[src/rtl/cpu_pkg.sv]
// Shared definitions for the board CPU front end: fetch states, next-PC
// select codes, the halting instruction word and the next-PC arithmetic.
package cpu_pkg;

  typedef enum logic [1:0] {
    ST_IDLE = 2'd0,
    ST_RUN  = 2'd1,
    ST_STEP = 2'd2,
    ST_HALT = 2'd3
  } fetch_state_e;

  localparam logic [1:0] NPC_PLUS4  = 2'b00;
  localparam logic [1:0] NPC_BRANCH = 2'b01;
  localparam logic [1:0] NPC_JAL    = 2'b10;
  localparam logic [1:0] NPC_JALR   = 2'b11;

  localparam logic [31:0] EBREAK_INSTR = 32'h0010_0073;

  // All sums wrap modulo 2^32; jalr clears bit 0 as RISC-V requires.
  function automatic logic [31:0] calc_npc(
    input logic [1:0]  sel,
    input logic [31:0] pc,
    input logic        br_taken,
    input logic [31:0] imm,
    input logic [31:0] rs1_data
  );
    logic [31:0] result;
    result = pc + 32'd4;
    case (sel)
      NPC_PLUS4:  result = pc + 32'd4;
      NPC_BRANCH: result = br_taken ? (pc + imm) : (pc + 32'd4);
      NPC_JAL:    result = pc + imm;
      NPC_JALR:   result = (rs1_data + imm) & ~32'h1;
      default:    result = pc + 32'd4;
    endcase
    return result;
  endfunction

endpackage

[src/rtl/sync_edge.sv]
// Two-flop synchroniser for an asynchronous level, followed by a
// rising-edge detector producing a one-clk pulse.
module sync_edge (
  input  logic clk,
  input  logic rstn,
  input  logic d,
  output logic rise
);

  logic [2:0] sync_reg;

  always_ff @(posedge clk or negedge rstn) begin
    if (!rstn) begin
      sync_reg <= 3'b000;
    end else begin
      sync_reg <= {sync_reg[1:0], d};
    end
  end

  // sync_reg[2] is the previous synchronised value.
  assign rise = sync_reg[1] & ~sync_reg[2];

endmodule

[src/rtl/pc_fetch.sv]
// Instruction-fetch stage: program counter, next-PC selection, and the
// run/step/halt controller that decides when an instruction retires.
module pc_fetch
  import cpu_pkg::*;
#(
  parameter int          IMEM_AW  = 6,
  parameter logic [31:0] RESET_PC = 32'h0000_0000,
  parameter logic [31:0] EBREAK   = EBREAK_INSTR
) (
  input  logic               clk,
  input  logic               rstn,
  input  logic               cpu_en,
  input  logic               run_mode,
  input  logic               step_req,
  input  logic               halt_clr,
  input  logic [31:0]        instr,
  input  logic [1:0]         npc_sel,
  input  logic               br_taken,
  input  logic [31:0]        imm,
  input  logic [31:0]        rs1_data,
  output logic [31:0]        pc,
  output logic [31:0]        pc_plus4,
  output logic [IMEM_AW-1:0] imem_addr,
  output logic               commit,
  output logic [1:0]         state,
  output logic               misalign_err,
  output logic [31:0]        retired
);

  fetch_state_e state_reg, state_next;
  logic [31:0]  pc_reg, pc_next;
  logic [31:0]  retired_reg, retired_next;
  logic         err_reg, err_next;
  logic         pend_reg, pend_next;
  logic         step_rise;
  logic         adv;
  logic         halt_ebreak;
  logic         halt_misalign;
  logic [31:0]  npc;

  sync_edge u_step_sync (
    .clk  (clk),
    .rstn (rstn),
    .d    (step_req),
    .rise (step_rise)
  );

  assign npc           = calc_npc(npc_sel, pc_reg, br_taken, imm, rs1_data);
  assign adv           = cpu_en & ((state_reg == ST_RUN) | (state_reg == ST_STEP));
  assign halt_ebreak   = (instr == EBREAK);
  assign halt_misalign = (npc[1:0] != 2'b00);
  // Combinational so RF/DM write enables act in the same cycle as the fetch.
  assign commit        = adv & ~halt_ebreak & ~halt_misalign;

  always_comb begin
    state_next   = state_reg;
    pc_next      = pc_reg;
    retired_next = retired_reg;
    err_next     = err_reg;
    pend_next    = pend_reg;

    case (state_reg)
      ST_IDLE: begin
        if (run_mode) begin
          state_next = ST_RUN;
        end else if (pend_reg) begin
          state_next = ST_STEP;
        end
      end
      ST_RUN: begin
        if (adv && (halt_ebreak || halt_misalign)) begin
          state_next = ST_HALT;
        end else if (!run_mode) begin
          state_next = ST_IDLE;
        end
      end
      ST_STEP: begin
        if (adv) begin
          state_next = (halt_ebreak || halt_misalign) ? ST_HALT : ST_IDLE;
        end
      end
      ST_HALT: begin
        if (halt_clr) begin
          state_next = ST_IDLE;
          pc_next    = RESET_PC;
          err_next   = 1'b0;
        end
      end
      default: state_next = ST_IDLE;
    endcase

    if (commit) begin
      pc_next      = npc;
      retired_next = retired_reg + 32'd1;
    end
    if (adv && !halt_ebreak && halt_misalign) begin
      err_next = 1'b1;
    end

    // The pending step is claimed on STEP entry, so an edge seen while the
    // step is still waiting for cpu_en queues the following step.
    if (state_reg == ST_IDLE && state_next == ST_STEP) begin
      pend_next = 1'b0;
    end
    if (step_rise) begin
      pend_next = 1'b1;
    end
    if (state_next == ST_RUN || state_next == ST_HALT || state_reg == ST_HALT) begin
      pend_next = 1'b0;
    end
  end

  always_ff @(posedge clk or negedge rstn) begin
    if (!rstn) begin
      state_reg   <= ST_IDLE;
      pc_reg      <= RESET_PC;
      retired_reg <= 32'd0;
      err_reg     <= 1'b0;
      pend_reg    <= 1'b0;
    end else begin
      state_reg   <= state_next;
      pc_reg      <= pc_next;
      retired_reg <= retired_next;
      err_reg     <= err_next;
      pend_reg    <= pend_next;
    end
  end

  assign pc           = pc_reg;
  assign pc_plus4     = pc_reg + 32'd4;
  assign imem_addr    = pc_reg[IMEM_AW+1:2];
  assign state        = state_reg;
  assign misalign_err = err_reg;
  assign retired      = retired_reg;

endmodule
[config.mk]
export PLATFORM = sky130hd
export DESIGN_NAME = pc_fetch
export DESIGN_NICKNAME = d
export VERILOG_FILES = /design/src/rtl/cpu_pkg.sv /design/src/rtl/sync_edge.sv /design/src/rtl/pc_fetch.sv
export SDC_FILE = /design/constraint.sdc
export NUM_CORES = 1
export LEC_CHECK = 0
export ABC_CLOCK_PERIOD_IN_PS = 3920
export CELL_PAD_IN_SITES_DETAIL_PLACEMENT = 0
export CELL_PAD_IN_SITES_GLOBAL_PLACEMENT = 1
export CORE_MARGIN = 2
export CORE_UTILIZATION = 32
export DETAILED_ROUTE_END_ITERATION = 8
export PLACE_DENSITY_LB_ADDON = 0.1
export SYNTH_ARGS = -nofsm -noshare
export SYNTH_HDL_FRONTEND = slang
export SYNTH_HIERARCHICAL = 1
export SYNTH_SLANG_ARGS = --single-unit
[constraint.sdc]
create_clock -name clk -period 3.92 [get_ports clk]
set_input_delay 1.176 -clock clk [delete_from_list [all_inputs] [get_ports clk]]
set_output_delay 1.176 -clock clk [all_outputs]
set_load 0.05 [all_outputs]
==> results_dict.tcl <==
set metrics [dict create \
    port_buffers 210 \
    setup_viol 1 \
    violations "setup timing" \
    cts_tree "done" \
    rsz0062_at_grt "yes" \
    syn_nets 1092 \
    clock-sinks 71 \
    start_util_pct 32.7 \
    final_util_pct 52.8 \
    drc 0 \
    synth-main-ff-cell "dfrtp_1" \
    ios 211 \
    fin_crit_sh_pct 100 \
    crit_arrival_ns 2.76 \
    finalHoldViolations 0 \
    peakVddDrop_mv 0.273 \
    yosysSeqAreaShare_pct 23.9 \
    cp_data_required_time_ns 2.74 \
    syn_inst 918 \
    vias 8437 \
    core_area_sq_um 22700 \
    cap_violations 0 \
    power.total_w 0.00697 \
    critPathCaptureType "output pin" \
    worstPathMaxFanout 4 \
    grt-ovfl-total 0 \
    wl_mm 28.4 \
    synth_area_per_cell_sq_um 8.09 \
    status "finished with violations" \
    clk_path_buf_depth 2 \
    synth-edff-count 0 \
    final_max_slew_viol_count 0 \
    holdBufCountCts 0 \
    clkLatencyLatePin_ns 0.35 \
    placed_cell_area_sq_um 11300 \
    ys_warn_count 6 \
    die_h_um 156 \
    hold_class "register to register" \
    avgViaCountPerCell 5.32 \
    post-route-min-period_ns 3.93 \
    die_w_um 156 \
    numCtsBuffers 9 \
    hpwl_mm 22.7 \
    yosysUniqueCellTypes 73 \
    power_density_nw_per_um2 582 \
    clkTransAtPathRegs_ns 0.07 \
    start_kind "input pin" \
    skew_ns 0.00873 \
    tightest_slew_ns 1.00 \
    grt_pass1_vias 8074 \
    grt_pass1_wl_mm 43.6 \
    ctsRootBufferMaster "clkbuf_16" \
    p_leak_nw 5.50 \
    synth-async-reset-ratio_pct 100 \
    final_cell_mix "201 x buf_4, 161 x clkdlybuf4s50_1, 78 x nand2_1, 69 x dfrtp_1, 67 x xnor2_1" \
    ctsHtreeMaxLevel 3 \
    fin_tns_setup_ns -0.0113 \
    grt_max_degree 72 \
    fin_area_sq_um 12000 \
    relSlewSlack_pct 33.2 \
    routabilityCongestion 0.909 \
    synth_area_sq_um 7430 \
    ys_ff_latch 71 \
    setup_ws_ns -0.0113 \
    area_growth_pct 61.3 \
    drtIter0Drc 656 \
    n_antenna_cell 0 \
    clock.fmax_mhz 254 \
    die-area_sq_um 24400 \
    critPathKind "input pin to output pin" \
    hold_ws_ns 0.350 \
    dr.pass1.iters 8 \
    final_common_cell "buf_4" \
    antenna_found_initial 0 \
    drive_gt1_share_pct 23.9 \
    detail-route-antenna-nets 0 \
    rows 55 \
    grt_usage_pct 22.7 \
    routedWlPerCell_um 17.9 \
    nets 1471 \
]
==> worst paths after layout <==
check | depth (start not counted) | endpoint | slack, ns | from
worst min-delay path | 0 | u_step_sync/sync_reg[1] | 0.35 | u_step_sync/sync_reg[0]
worst max register to register | 15 | pend_reg | 0.74 | pc[0]
worst min register to register | 0 | u_step_sync/sync_reg[1] | 0.35 | u_step_sync/sync_reg[0]
worst max-delay path | 8 | commit | -0.01 | br_taken
min in group asynchronous | 1 | pc[4] | 1.00 | rstn
max in group asynchronous | 1 | pc[9] | 2.25 | rstn
==> synthesized netlist by cell type, types with 4 or more instances <==
master	instances	share of area (%)
o21bai_1	6	0.61
xor2_1	37	4.4
ha_1	67	11
o21ai_0	60	4.0
and3_1	18	1.5
o21ai_1	5	0.34
nor4_1	7	0.59
a221oi_1	8	0.94
o31ai_1	4	0.40
a21o_1	30	3.0
and2_1	7	0.59
clkbuf_1	25	1.3
a211oi_1	6	0.61
xnor2_1	72	8.5
nor2_1	62	3.1
inv_1	35	1.8
o21a_1	8	0.81
buf_2	4	0.27
a222oi_1	15	2.0
buf_4	8	0.81
dfrtp_1	71	24
nand4_1	22	1.9
o211ai_1	7	0.71
nand3b_1	4	0.40
nor3_1	20	1.3
nand2_1	80	4.0
nand3_1	51	3.4
nor2b_1	21	1.8
a31oi_1	8	0.67
a21oi_1	67	4.5
mux2i_1	4	0.54
nand2b_1	13	1.1
==> per-stage QoR <==
step                setup WS (ns)  std cells
finish                    -0.0113       1587
global route              -0.0800       1587
CTS                       -0.0415       1583
detailed placement         -0.578       1563
global placement           -0.543       1563
floorplan                 -0.0696        918
==> routing by layer <==
| metal | global-route usage (%) | vias to the layer above | wire (um) |
|---|---|---|---|
| met2 | 38.5 | 241 | 13800 |
| met4 | 5.68 | 0 | 367 |
| li1 | - | 4137 | - |
| met1 | 30.8 | 4035 | 12800 |
| met5 | 0 | - | 0 |
| met3 | 2.41 | 24 | 1380 |
==> cell type report <==
class | count | area [sq um]
sequential | 71 | 1780
timing repair buffer | 405 | 3750
clock inverter | 7 | 61.3
multi-input combinational | 774 | 5670
tap | 285 | 357
fill | 2191 | 10700
clock buffer | 9 | 225
inverter | 36 | 140
==> report_power, final <==
group          leakage, nW  total [W]  switching, W  internal (W)
clock network        0.135   0.000822      0.000380      0.000442
registers            0.926    0.00117      0.000269      0.000899
logic                 4.44    0.00498       0.00287       0.00211
==> logic make-up (layout without fill, tap and decap cells) <==
| family | after synthesis | count (layout) | synth area share, % |
|---|---|---|---|
| fa+ha+maj | 69 | 69 | 11.8 |
| mux | 5 | 5 | 0.842 |
| compound gates | 264 | 264 | 23.9 |
| flops | 71 | 71 | 23.9 |
| buf+inv | 73 | 457 | 4.16 |
| simple gates | 327 | 327 | 22.5 |
| xor+xnor | 109 | 109 | 12.9 |
==> worst max-delay path, cell delays in order <==
cell and delay, ns:
clkdlybuf4s50_1 0.46, nor2b_1 0.17, a21o_1 0.21, a21oi_2 0.20, nand2b_4 0.07, or2_4 0.26
inv_4 0.06, buf_8 0.14
==> timing repair <==
item,4_1_cts,5_1_grt
buffers inserted,4,4
endpoints found under the setup margin,25,21
pin swaps,18,33
gates resized for setup,47,60
hold endpoints to repair,0,0
Power figures use the tool's default switching activity.
